**src/rtl/ex1_stage_if.sv**
```systemverilog
// Bundle interface between the ID1 output stage and the EX1 register bank.
// The master presents decoded bundles and pipeline control; the slave returns the EX1 state.
interface ex1_stage_if #(
  parameter int XLEN  = 32,
  parameter int CNT_W = 16
);
  logic            id_we;
  logic            id_valid;
  logic [XLEN-1:0] id_pc;
  logic [XLEN-1:0] id_immed;
  logic [XLEN-1:0] id_reg1;
  logic [XLEN-1:0] id_reg2;
  logic [34:0]     id_ctrl;
  logic            ex_stall;
  logic            flush;

  logic             ex1_valid;
  logic [XLEN-1:0]  ex1_pc;
  logic [XLEN-1:0]  ex1_immed;
  logic [XLEN-1:0]  ex1_reg1;
  logic [XLEN-1:0]  ex1_reg2;
  logic [34:0]      ex1_ctrl;
  logic             id_hold;
  logic [CNT_W-1:0] bubble_cnt;

  modport master (
    output id_we, id_valid, id_pc, id_immed, id_reg1, id_reg2, id_ctrl, ex_stall, flush,
    input  ex1_valid, ex1_pc, ex1_immed, ex1_reg1, ex1_reg2, ex1_ctrl, id_hold, bubble_cnt
  );

  modport slave (
    input  id_we, id_valid, id_pc, id_immed, id_reg1, id_reg2, id_ctrl, ex_stall, flush,
    output ex1_valid, ex1_pc, ex1_immed, ex1_reg1, ex1_reg2, ex1_ctrl, id_hold, bubble_cnt
  );
endinterface

```
**src/rtl/ex1_stage_regs.sv**
```systemverilog
// ID->EX1 pipeline register bank with load-use bubble insertion, stall/flush handling
// and a saturating bubble counter.
module ex1_stage_regs #(
  parameter int XLEN  = 32,
  parameter int CNT_W = 16
) (
  input  logic        CLK,
  input  logic        RST_n,
  ex1_stage_if.slave  bus_if
);
  localparam int CTRL_W = 35;

  logic              valid_q, valid_d;
  logic [XLEN-1:0]   pc_q, pc_d;
  logic [XLEN-1:0]   immed_q, immed_d;
  logic [XLEN-1:0]   reg1_q, reg1_d;
  logic [XLEN-1:0]   reg2_q, reg2_d;
  logic [CTRL_W-1:0] ctrl_q, ctrl_d;
  logic [CNT_W-1:0]  cnt_q, cnt_d;

  logic [4:0] ex1_rd;
  logic [4:0] id_rs1;
  logic [4:0] id_rs2;
  logic       hazard;

  function automatic logic [CNT_W-1:0] sat_inc(input logic [CNT_W-1:0] c);
    return (&c) ? c : c + {{(CNT_W-1){1'b0}}, 1'b1};
  endfunction

  // A killed slot keeps its payload but can neither write the register file nor touch memory.
  function automatic logic [CTRL_W-1:0] kill_ctrl(input logic [CTRL_W-1:0] c);
    logic [CTRL_W-1:0] k;
    k        = c;
    k[13]    = 1'b0;
    k[23:20] = 4'd0;
    return k;
  endfunction

  assign ex1_rd = ctrl_q[18:14];
  assign id_rs1 = bus_if.id_ctrl[10:6];
  assign id_rs2 = bus_if.id_ctrl[5:1];

  assign hazard = valid_q & ctrl_q[23] & ctrl_q[13] & (ex1_rd != 5'd0)
                & bus_if.id_we & bus_if.id_valid
                & ((ex1_rd == id_rs1) | (ex1_rd == id_rs2));

  assign bus_if.id_hold = ~bus_if.flush & (bus_if.ex_stall | hazard);

  always_comb begin
    valid_d = valid_q;
    pc_d    = pc_q;
    immed_d = immed_q;
    reg1_d  = reg1_q;
    reg2_d  = reg2_q;
    ctrl_d  = ctrl_q;
    cnt_d   = cnt_q;
    if (bus_if.flush) begin
      valid_d = 1'b0;
      ctrl_d  = kill_ctrl(ctrl_q);
    end else if (bus_if.ex_stall) begin
      valid_d = valid_q;
    end else if (hazard) begin
      valid_d = 1'b0;
      ctrl_d  = kill_ctrl(ctrl_q);
      cnt_d   = sat_inc(cnt_q);
    end else if (bus_if.id_we) begin
      valid_d = bus_if.id_valid;
      pc_d    = bus_if.id_pc;
      immed_d = bus_if.id_immed;
      reg1_d  = bus_if.id_reg1;
      reg2_d  = bus_if.id_reg2;
      ctrl_d  = bus_if.id_ctrl;
    end else begin
      valid_d = 1'b0;
      ctrl_d  = kill_ctrl(ctrl_q);
    end
  end

  // ID -> EX1 register boundary
  always_ff @(posedge CLK or negedge RST_n) begin
    if (!RST_n) begin
      valid_q <= 1'b0;
      pc_q    <= '0;
      immed_q <= '0;
      reg1_q  <= '0;
      reg2_q  <= '0;
      ctrl_q  <= '0;
      cnt_q   <= '0;
    end else begin
      valid_q <= valid_d;
      pc_q    <= pc_d;
      immed_q <= immed_d;
      reg1_q  <= reg1_d;
      reg2_q  <= reg2_d;
      ctrl_q  <= ctrl_d;
      cnt_q   <= cnt_d;
    end
  end

  assign bus_if.ex1_valid  = valid_q;
  assign bus_if.ex1_pc     = pc_q;
  assign bus_if.ex1_immed  = immed_q;
  assign bus_if.ex1_reg1   = reg1_q;
  assign bus_if.ex1_reg2   = reg2_q;
  assign bus_if.ex1_ctrl   = ctrl_q;
  assign bus_if.bubble_cnt = cnt_q;
endmodule

```
**src/flat_wrapper.sv**
```systemverilog
// flat-port wrapper written by rule: the top's interface ports become plain ports
module ex1_stage_regs_flat 
#(
  parameter int XLEN  = 32,
  parameter int CNT_W = 16
)
  (CLK, RST_n, bus_if_id_we, bus_if_id_valid, bus_if_id_pc, bus_if_id_immed, bus_if_id_reg1, bus_if_id_reg2, bus_if_id_ctrl, bus_if_ex_stall, bus_if_flush, bus_if_ex1_valid, bus_if_ex1_pc, bus_if_ex1_immed, bus_if_ex1_reg1, bus_if_ex1_reg2, bus_if_ex1_ctrl, bus_if_id_hold, bus_if_bubble_cnt);
  ex1_stage_if #(.XLEN(XLEN), .CNT_W(CNT_W)) bus_if_i ();
  input  logic CLK;
  input  logic RST_n;
  input wire logic [$bits(bus_if_i.id_we)-1:0] bus_if_id_we;
  input wire logic [$bits(bus_if_i.id_valid)-1:0] bus_if_id_valid;
  input wire logic [$bits(bus_if_i.id_pc)-1:0] bus_if_id_pc;
  input wire logic [$bits(bus_if_i.id_immed)-1:0] bus_if_id_immed;
  input wire logic [$bits(bus_if_i.id_reg1)-1:0] bus_if_id_reg1;
  input wire logic [$bits(bus_if_i.id_reg2)-1:0] bus_if_id_reg2;
  input wire logic [$bits(bus_if_i.id_ctrl)-1:0] bus_if_id_ctrl;
  input wire logic [$bits(bus_if_i.ex_stall)-1:0] bus_if_ex_stall;
  input wire logic [$bits(bus_if_i.flush)-1:0] bus_if_flush;
  output wire logic [$bits(bus_if_i.ex1_valid)-1:0] bus_if_ex1_valid;
  output wire logic [$bits(bus_if_i.ex1_pc)-1:0] bus_if_ex1_pc;
  output wire logic [$bits(bus_if_i.ex1_immed)-1:0] bus_if_ex1_immed;
  output wire logic [$bits(bus_if_i.ex1_reg1)-1:0] bus_if_ex1_reg1;
  output wire logic [$bits(bus_if_i.ex1_reg2)-1:0] bus_if_ex1_reg2;
  output wire logic [$bits(bus_if_i.ex1_ctrl)-1:0] bus_if_ex1_ctrl;
  output wire logic [$bits(bus_if_i.id_hold)-1:0] bus_if_id_hold;
  output wire logic [$bits(bus_if_i.bubble_cnt)-1:0] bus_if_bubble_cnt;
  assign bus_if_i.id_we = bus_if_id_we;
  assign bus_if_i.id_valid = bus_if_id_valid;
  assign bus_if_i.id_pc = bus_if_id_pc;
  assign bus_if_i.id_immed = bus_if_id_immed;
  assign bus_if_i.id_reg1 = bus_if_id_reg1;
  assign bus_if_i.id_reg2 = bus_if_id_reg2;
  assign bus_if_i.id_ctrl = bus_if_id_ctrl;
  assign bus_if_i.ex_stall = bus_if_ex_stall;
  assign bus_if_i.flush = bus_if_flush;
  assign bus_if_ex1_valid = bus_if_i.ex1_valid;
  assign bus_if_ex1_pc = bus_if_i.ex1_pc;
  assign bus_if_ex1_immed = bus_if_i.ex1_immed;
  assign bus_if_ex1_reg1 = bus_if_i.ex1_reg1;
  assign bus_if_ex1_reg2 = bus_if_i.ex1_reg2;
  assign bus_if_ex1_ctrl = bus_if_i.ex1_ctrl;
  assign bus_if_id_hold = bus_if_i.id_hold;
  assign bus_if_bubble_cnt = bus_if_i.bubble_cnt;
  ex1_stage_regs #(.XLEN(XLEN), .CNT_W(CNT_W)) u_core (.CLK(CLK), .RST_n(RST_n), .bus_if(bus_if_i));
endmodule
```
**config.mk**
```make
export PLATFORM = sky130hd
export DESIGN_NAME = ex1_stage_regs_flat
export DESIGN_NICKNAME = d
export VERILOG_FILES = /design/src/rtl/ex1_stage_if.sv /design/src/rtl/ex1_stage_regs.sv /design/src/flat_wrapper.sv
export SDC_FILE = /design/constraint.sdc
export NUM_CORES = 1
export LEC_CHECK = 0
export BUFFER_PORTS_ARGS = -buffer_cell sky130_fd_sc_hd__buf_2
export CAP_MARGIN = 0
export CORE_ASPECT_RATIO = 0.8
export CORE_MARGIN = 2
export CORE_UTILIZATION = 40
export DETAILED_ROUTE_END_ITERATION = 10
export PLACE_DENSITY = 0.74
export SLEW_MARGIN = 10
export SYNTH_ARGS = -nofsm -noshare
export SYNTH_HDL_FRONTEND = slang
export SYNTH_SLANG_ARGS = --single-unit
```
**constraint.sdc**
```tcl
create_clock -name CLK -period 4.85 [get_ports CLK]
set_input_delay 0.2425 -clock CLK [delete_from_list [all_inputs] [get_ports CLK]]
set_output_delay 0.2425 -clock CLK [all_outputs]
set_load 0.05 [all_outputs]
```
==> results of run 1 <==
==> final cells by class <==
class | instances | area [µm²]
Clock buffer | 18 | 439.2
Antenna cell | 3 | 7.507
Clock inverter | 14 | 156.4
Fill cell | 1651 | 8766
Sequential cell | 180 | 4504
Timing Repair Buffer | 353 | 1810
Tap cell | 258 | 322.8
Inverter | 2 | 7.507
Multi-Input combinational cell | 251 | 3017
==> routing by layer <==
layer / vias to the layer above / global-route usage
li1: 2318 / -
met1: 2511 / 0.2306
met2: 224 / 0.2997
met3: 17 / 0.06609
met4: 0 / 0.05352
met5: - / 0
==> registers in the layout (all words and copies together) (netlist names) <==
register / cells
u_core.bus_if.ex1_reg1: 32
u_core.bus_if.ex1_ctrl: 35
u_core.bus_if.ex1_reg2: 32
u_core.bus_if.bubble_cnt: 16
u_core.bus_if.ex1_valid: 1
u_core.bus_if.ex1_immed: 32
u_core.bus_if.ex1_pc: 32
==> worst paths after layout <==
path | startpoint | end | slack (ns) | cells after the start
worst max-delay path | u_core.bus_if.ex1_ctrl[15] | u_core.bus_if.ex1_ctrl[8] | 2.15 | 5
min in group asynchronous | RST_n | u_core.bus_if.ex1_pc[19] | 0.43 | 2
max in group asynchronous | RST_n | u_core.bus_if.ex1_ctrl[6] | 3.38 | 3
worst min register to register | u_core.bus_if.ex1_ctrl[2] | u_core.bus_if.ex1_ctrl[2] | 0.49 | 1
worst max register to register | u_core.bus_if.ex1_ctrl[15] | u_core.bus_if.ex1_ctrl[8] | 2.15 | 5
worst min-delay path | bus_if_id_reg1[31] | u_core.bus_if.ex1_reg1[31] | 0.04 | 2
==> Yosys cell counts <==
library cell  count  area, µm²
a211oi_4          1      20.02
a21oi_1           1      5.000
a21oi_2           1      8.760
a22o_1            6      52.55
and3_1            4      25.02
and4_1            4      35.03
and4bb_2          1      12.51
buf_2             1      5.000
buf_6             8      90.09
buf_8            10      150.1
clkbuf_1          2      7.510
dfrtp_1         180       4504
ha_1              1      12.51
inv_1             2      7.510
mux2_1            4      45.04
mux2_2            6      67.56
mux2_4          150       2252
nand2_1           8      30.03
nand3_1          11      55.05
nand4_1          12      75.07
nor2_1            6      22.52
nor2b_1           2      12.51
nor3_1            4      20.02
nor4_1            3      18.77
nor4b_1           1      8.760
o22ai_4           1      20.02
xnor2_1          23      201.4
xor2_1            1      8.760
==> layout by cell type (no fill, tap or decap), drive strengths merged, types with 2 or more instances in the layout <==
cell    synthesis  routed
a21oi           2       2
a22o            6       6
and3            4       4
and4            4       4
buf            19     352
clkbuf          2      18
clkinv          0       5
dfrtp         180     180
diode           0       3
inv             2      10
mux2          160     160
nand2           8       8
nand3          11      11
nand4          12      12
nor2            6       6
nor2b           2       2
nor3            4       4
nor4            3       3
xnor2          23      23
==> timing repair <==
action                                 4_1_cts  5_1_grt
setup buffers                                0        0
hold buffers                                 1        0
setup endpoints to repair                    0        0
endpoints found under the hold margin       90        0
==> power groups by stage <==
stage	clock [mW]	combinational, mW	sequential [mW]
floorplan	0	0.443	2.82
global placement	0	1.77	1.92
detailed placement	0	1.78	1.93
CTS	1.41	1.79	1.91
global route	1.47	1.84	1.94
finish	1.37	1.77	1.90
==> per-stage QoR <==
stage	instance area, µm²	instances	setup WS, ns	power (mW)	hold slack [ns]
finish	10260	1079	2.152	5.046	0.03899
global route	10260	1078	2.059	5.253	0.01163
CTS	10260	1076	2.213	5.103	0.01579
detailed placement	9652	1043	2.078	3.714	0.3721
global placement	9652	1043	2.106	3.688	0.3701
floorplan	7774	454	2.326	3.258	-0.05309
==> worst reg2reg max path: cells and delay by family, from the launching register on <==
family          cells  cell delay, ns
mux                 1            0.71
buf+inv             1            0.61
flops               1            0.47
simple gates        1            0.40
compound gates      2            0.38
==> cell families (layout without fill, tap and decap cells) <==
| kind of cell | Yosys count | in the layout | synth area share |
|---|---|---|---|
| DFF | 180 | 180 | 0.5794 |
| muxes | 160 | 160 | 0.3042 |
| and+or+nand+nor | 56 | 56 | 0.04056 |
| xor gates and xnor gates | 24 | 24 | 0.02704 |
| buffers and inverters | 23 | 387 | 0.03348 |
| AOI/OAI and AO/OA | 10 | 10 | 0.01368 |
| adders and majority gates | 1 | 1 | 0.001609 |
| other | 0 | 3 | 0 |
==> impl_metrics.tcl, run 1 <==
set metrics [dict create \
    route.detailed.drc 0 \
    yosys_warnings 0 \
    syn_area_per_cell_um2 17.12 \
    drv_cap 0 \
    insertion_delay_ns 0.43 \
    htree_levels 4 \
    post_cts_resized 0 \
    grtUsageTotal 0.1829 \
    routed.top_layer "met4" \
    clock_sinks 180 \
    cp-start-kind "flip-flop" \
    fin_crit_ns 2.698 \
    crit_slowest_cell "buf_12" \
    dieArea_um2 20570 \
    met1_length_um 7657 \
    p_leak_nw 5.204 \
    rows 45 \
    cts_tree "built" \
    cp_cell_sequence "nor3_1, a211oi_4, a21oi_4, buf_12, mux2_2" \
    ios 350 \
    cp-end-kind "flip-flop" \
    path_class "flip-flop to flip-flop" \
    arrival_ns 3.00 \
    timing.critical_path.fanout_max 136 \
    syn2layout_area_growth_pct 32.05 \
    cp_data_required_time_ns 5.15 \
    drv_slew 0 \
    globalRoute.totalOverflow 0 \
    grt_max_degree 137 \
    synth.distinct_cells 28 \
    grt_pass1_wl_um 29230 \
    dpl.hpwl_um 13660 \
    hp-class "primary input to flip-flop" \
    p_sw_mw 2.015 \
    fin_crit_sh 0.5564 \
    routed_wl_um 18720 \
    netlist_instances 454 \
    gp_congestion 0.7925 \
    fin_util 0.5394 \
    layout-drive-gt1-share 0.6650 \
    core_area_um2 19030 \
    power.internal_mw 3.031 \
    cpPeakStageDelay_ns 0.61 \
    cts_buffers 17 \
    critPathTopFamily "buffers and inverters" \
    rsz0062_at_grt "no" \
    grt_pass1_vias 5255 \
    synth_nets 624 \
    clockRootBuffer "clkbuf_16" \
    timing.slew.headroom 0.2418 \
    die_h_um 128.7 \
    drt_iter0_markers 318 \
    io_buffers 349 \
    met3_length_um 1518 \
    finalSetupViolCount 0 \
    hold_viol 0 \
    drt_first_pass_iters 4 \
    ctsLongestPathBuffers 2 \
    p_seq_frac 0.377 \
    start_util 0.4085 \
    wl_met2_um 9250 \
    finClkSkew_ns 0.01097 \
    worst_slew_pin_slew_ns 1.137 \
    path_buf_inv 1 \
    syn-cell-area_um2 7774 \
    setup_tns_ns 0 \
    via_per_inst 4.699 \
    ys_seq_area_frac 0.5794 \
    max_clock_freq_mhz 370.6 \
    pwr-share-comb 0.352 \
    sw_frac_of_total 0.3994 \
    max-vdd-ir-drop_mv 0.2402 \
    wl_per_cell_um 17.35 \
    p_clk_frac 0.271 \
    ant_nets 0 \
    num_vias 5070 \
    die_x_um 159.9 \
    outcome "finished, final reports clean" \
    antenna_found_initial 3 \
    synth_seq_cells 180 \
    layout.nets 975 \
    cts.clk_slew.worst_paths_ns 0.08 \
    cellPowerDensity_nw_per_um2 491.6 \
]
Power figures use the tool's default switching activity.
==> run 2, diff against run 1 <==
==> constraint.sdc (replaced) <==
create_clock -name CLK -period 2.5 [get_ports CLK]
set_input_delay 0.125 -clock CLK [delete_from_list [all_inputs] [get_ports CLK]]
set_output_delay 0.125 -clock CLK [all_outputs]
set_load 0.05 [all_outputs]
==> run 2 against run 1 <==
Compared with the run above:
- via count grew 16%
- largest cell class unchanged
- sequential share of layout area down 6.4 points
- worst setup slack got worse by 1.9 ns
- power increased by 99%
- final area grew 17%
- combinational power rose by 110%
- largest power group unchanged
- cell count grew 16%
- sequential power up 96%
- sequential cell count unchanged
- first-iteration DRC count decreased by 4.7%
- highest routed layer unchanged
- register-to-register slack got worse by 1.8 ns
==> impl_metrics.tcl, run 2 (same netlist as run 1, synthesis figures left out) <==
set metrics [dict create \
    die_h_um 128.7 \
    post_cts_resized 0 \
    die_x_um 159.9 \
    drt_iter0_markers 303 \
    globalRoute.totalOverflow 0 \
    max_clock_freq_mhz 438.2 \
    finClkSkew_ns 0.01086 \
    rows 45 \
    reg2reg_from "u_core.bus_if.ex1_ctrl[14]" \
    cp_data_required_time_ns 2.38 \
    arrival_ns 2.16 \
    ios 350 \
    grt_pass1_vias 6538 \
    cts_tree "built" \
    worst_slew_pin_slew_ns 0.6273 \
    fin_util 0.6318 \
    dpl.hpwl_um 14190 \
    largest_register_ff_count 35 \
    outcome "finished, final reports clean" \
    timing.slew.headroom 0.5818 \
    hold_viol 0 \
    ant_nets 0 \
    grt.met2_usage 0.4110 \
    ctsLongestPathBuffers 2 \
    finalSetupViolCount 0 \
    via_per_inst 4.672 \
    cts_buffers 17 \
    dpl_cell_area_um2 9792 \
    gp_congestion 0.8357 \
    fin_hold_ws_ns 0.05450 \
    htree_levels 4 \
    max-vdd-ir-drop_mv 0.5262 \
    path_class "flip-flop to primary output" \
    cts.clk_slew.worst_paths_ns 0.07 \
    clockRootBuffer "clkbuf_16" \
    hp-class "primary input to flip-flop" \
    p_leak_nw 5.959 \
    layout_common_cells "348 x buf_2, 180 x dfrtp_1, 165 x dlygate4sd3_1, 150 x mux2_4, 23 x xnor2_1" \
    fillers 1427 \
    clock_sinks 180 \
    cp-end-kind "primary output" \
    met3_usage 0.06061 \
    finalNonFillerCells 1254 \
    grt_max_degree 67 \
    antenna_found_initial 2 \
    syn2layout_area_growth_pct 54.66 \
    num_vias 5859 \
    wl_per_cell_um 18.55 \
    layout-drive-gt1-share 0.5594 \
    dieArea_um2 20570 \
    grt_pass1_wl_um 36190 \
    finalWorstSetupSlack_ns 0.2180 \
    cellPowerDensity_nw_per_um2 836.4 \
    drv_cap 0 \
    routed_wl_um 23260 \
    io_buffers 349 \
    fin_crit_sh 0.9128 \
    crit_start "u_core.bus_if.ex1_ctrl[18]" \
    register_area_um2 4504 \
    layout.nets 1151 \
    fin_crit_ns 2.282 \
    route.detailed.drc 0 \
    final_area_um2 12020 \
    timing.critical_path.fanout_max 16 \
    cp-start-kind "flip-flop" \
    core_area_um2 19030 \
    use_met1 0.2624 \
    insertion_delay_ns 0.42 \
    grtUsageTotal 0.2273 \
    start_util 0.4085 \
    final_common_cell "buf_2" \
    multi_input_area_um2 3017 \
    rsz0062_at_grt "no" \
    drv_slew 0 \
    drt_first_pass_iters 4 \
    hold_path.startpoint "bus_if_ex_stall" \
    post_cts_buffers 0 \
    power_mw 10.06 \
    place_inst 1055 \
    place_worst_setup_slack_ns 0.3400 \
    busiest_layer "met2" \
    setup_tns_ns 0 \
]
-- run 2: cell count changes in the layout (fill, tap and decap cells not counted), sizes merged --
| cell | before | now |
|---|---|---|
| dlygate4sd3 | 1 | 165 |
| buf | 352 | 364 |
| diode | 3 | 2 |
-- run 2: final cells by class --
type	instances	area share
clock inverters	14	0.01124
multi-input cells	251	0.2509
clock buffers	18	0.03653
flip-flops and latches	180	0.3746
diodes	2	0.0004163
repair buffers	529	0.2988
well taps	258	0.02685
inverters	2	0.0006244
-- run 2: repair_timing --
action,4_1_cts,5_1_grt
setup endpoints to repair,0,0
endpoints found under the hold margin,228,0
hold buffers,165,0
-- run 2: path summary, 6_finish.rpt --
kind,end,slack [ns],cells past startpoint
worst max-delay path,bus_if_id_hold,0.22,7
worst min-delay path,u_core.bus_if.bubble_cnt[7],0.05,4
worst max register to register,u_core.bus_if.ex1_ctrl[8],0.33,5
worst min register to register,u_core.bus_if.ex1_ctrl[5],0.48,1
max in group asynchronous,u_core.bus_if.bubble_cnt[11],1.45,3
min in group asynchronous,u_core.bus_if.ex1_immed[27],0.30,2
-- run 2: routing by layer --
metal	up-vias	wire length [µm]
met5	-	0
met3	42	1390
met1	2897	9287
met4	0	524
li1	2673	-
met2	247	12060
-- run 2: critical path, stage by stage, from the launching register on --
cell and delay [ns]:
dfrtp_1 0.47, xnor2_1 0.19, nand3_1 0.14, o22ai_4 0.23
buf_4 0.24, a21oi_1 0.09, nor2_1 0.10, buf_2 0.27
-- run 2: where the power goes --
part | internal (mW) | switching, mW
logic | 1.29 | 2.43
clock network | 1.35 | 1.26
registers | 3.40 | 0.330
total | 6.04 | 4.02
==> run 3, diff against run 2 <==
--- a/config.mk
+++ b/config.mk
@@ -7,8 +7,8 @@
 export LEC_CHECK = 0
 export BUFFER_PORTS_ARGS = -buffer_cell sky130_fd_sc_hd__buf_2
 export CAP_MARGIN = 0
-export CORE_ASPECT_RATIO = 0.8
-export CORE_MARGIN = 2
+export CORE_ASPECT_RATIO = 0.7
+export CORE_MARGIN = 1
 export CORE_UTILIZATION = 40
 export DETAILED_ROUTE_END_ITERATION = 10
 export PLACE_DENSITY = 0.74
==> run 3 against run 2 <==
Compared with the run above:
- cell count up 0.88%
- global-route usage is 0.67 points higher
- utilization grew 1.2 points
- clock-buffer cell count rose by 2
- combinational power about the same
- critical endpoint unchanged
- sequential power hardly changed
- fmax decreased by 1.5%
- worst hold slack better by 0.035 ns
- wire length is 3.3% lower
==> impl_metrics.tcl, run 3 (same netlist as run 1, synthesis figures left out) <==
set metrics [dict create \
    path_buf_inv 2 \
    ant_nets 0 \
    final_common_cell "buf_2" \
    dpl.hpwl_um 14410 \
    clockRootBuffer "clkbuf_16" \
    drt_first_pass_iters 4 \
    hold_path.startpoint "bus_if_ex_stall" \
    reg2reg_from "u_core.bus_if.ex1_ctrl[15]" \
    dieArea_um2 20000 \
    arrival_ns 2.19 \
    clock_sinks 180 \
    place_inst 1068 \
    io_buffers 349 \
    critPathTopFamily "buffers and inverters" \
    die_x_um 168.6 \
    fin_crit_ns 2.316 \
    p_clk_frac 0.277 \
    setup_tns_ns 0 \
    antenna_found_initial 1 \
    globalRoute.totalOverflow 0 \
    routed_wl_um 22480 \
    drv_slew 0 \
    finClkSkew_ns 0.009167 \
    max_clock_freq_mhz 431.7 \
    cts_tree "built" \
    grt_pass1_wl_um 35630 \
    cp.depth 7 \
    cp_data_required_time_ns 2.38 \
    dpl_cell_area_um2 9927 \
    post_cts_resized 0 \
    max-vdd-ir-drop_mv 0.4965 \
    fin_crit_sh 0.9265 \
    htree_levels 4 \
    hold_path_depth 4 \
    hold_viol 0 \
    layout.nets 1158 \
    ctsLongestPathBuffers 2 \
    rsz0062_at_grt "no" \
    grt_max_degree 61 \
    timing.critical_path.fanout_max 16 \
    start_util 0.4098 \
    worst_slew_pin_slew_ns 0.5964 \
    cp_cell_sequence "xnor2_1, nand3_1, o22ai_4, buf_4, a21oi_1, nor2_1, buf_2" \
    syn2layout_area_growth_pct 56.99 \
    p_leak_nw 6.026 \
    fillers 1342 \
    grt_pass1_vias 6564 \
    drt_iter0_markers 239 \
    r2r_cells 6 \
    drv_cap 0 \
    timing.slew.headroom 0.6024 \
    hp-class "primary input to flip-flop" \
    largest_register_ff_count 35 \
    power.internal_mw 6.410 \
    outcome "finished, final reports clean" \
    num_vias 5941 \
    cp-start-kind "flip-flop" \
    route.detailed.drc 0 \
    pwr-share-comb 0.361 \
    ios 350 \
    crit_slowest_cell "dfrtp_1" \
    crit_start "u_core.bus_if.ex1_ctrl[14]" \
    p_sw_mw 3.903 \
    cellPowerDensity_nw_per_um2 845.1 \
    cts.clk_slew.worst_paths_ns 0.06 \
    cpPeakStageDelay_ns 0.44 \
    finalSetupViolCount 0 \
    final_area_um2 12200 \
    sw_frac_of_total 0.3785 \
    fin_hold_ws_ns 0.08908 \
    layout-drive-gt1-share 0.5600 \
    finalNonFillerCells 1265 \
    insertion_delay_ns 0.43 \
    die_h_um 118.6 \
    rows 42 \
    cts_buffers 17 \
    wl_per_cell_um 17.77 \
    grtUsageTotal 0.2340 \
    core_area_um2 18970 \
    p_seq_frac 0.361 \
    cp-end-kind "primary output" \
    fin_util 0.6433 \
    layout_common_cells "348 x buf_2, 180 x dfrtp_1, 165 x dlygate4sd3_1, 150 x mux2_4, 23 x xnor2_1" \
    path_class "flip-flop to primary output" \
    gp_congestion 0.9074 \
    via_per_inst 4.696 \
]
-- run 3: cell count changes in the layout (fill, tap and decap cells not counted), sizes merged --
cell      delta
buf          +7
inv          -6
bufinv       +4
clkinv       -3
clkbuf       +2
clkinvlp     +2
diode        -1
-- run 3: path summary, 6_finish.rpt --
kind                       slack [ns]                     endpoint
max                              0.18               bus_if_id_hold
max reg2reg                      0.28  u_core.bus_if.ex1_immed[29]
max in group asynchronous        1.50   u_core.bus_if.ex1_immed[0]
min reg2reg                      0.49    u_core.bus_if.ex1_ctrl[3]
min                              0.09  u_core.bus_if.bubble_cnt[7]
min in group asynchronous        0.27   u_core.bus_if.ex1_ctrl[34]
-- run 3: final cells by class --
cell class | count | area [µm²] | area share
multi-input cells | 251 | 3017 | 0.2472
well taps | 264 | 330.3 | 0.02707
repair buffers | 536 | 3720 | 0.3048
diodes | 1 | 2.502 | 0.0002050
inverters | 2 | 7.507 | 0.0006151
flip-flops and latches | 180 | 4504 | 0.3691
clock inverters | 11 | 176.4 | 0.01446
clock buffers | 20 | 446.7 | 0.03660
-- run 3: power by group through the flow --
stage               clock network, mW  logic, mW  registers (mW)
floorplan                           0      0.859            5.46
global route                     3.04       3.87            3.78
finish                           2.86       3.73            3.73
detailed placement                  0       3.50            3.75
CTS                              2.91       3.71            3.71
global placement                    0       3.45            3.73
-- run 3: repair_timing --
action,in CTS,in global routing
buffers inserted,0,0
hold buffers,165,0
endpoints found under the hold margin,220,0
-- run 3: stage by stage --
step | total power [mW] | worst slack (ns)
6_report | 10.31 | 0.1838
2_1_floorplan | 6.320 | 0.09331
4_1_cts | 10.33 | 0.1511
3_3_place_gp | 7.182 | 0.3367
5_1_grt | 10.69 | 0.02469
3_5_place_dp | 7.249 | 0.2746
-- run 3: layer usage --
layer  routed length, µm  GRT usage
met3                1396    0.06798
met1                8984     0.2716
met2               11450     0.4043
met4                 652    0.09716
met5                   0          0
-- run 3: worst register-to-register path, stage by stage, from the launching register on --
cell and delay (ns):
dfrtp_1 0.44, nor3_1 0.38, a211oi_4 0.17, a21oi_4 0.24, buf_12 0.27, buf_12 0.26, mux2_4 0.34
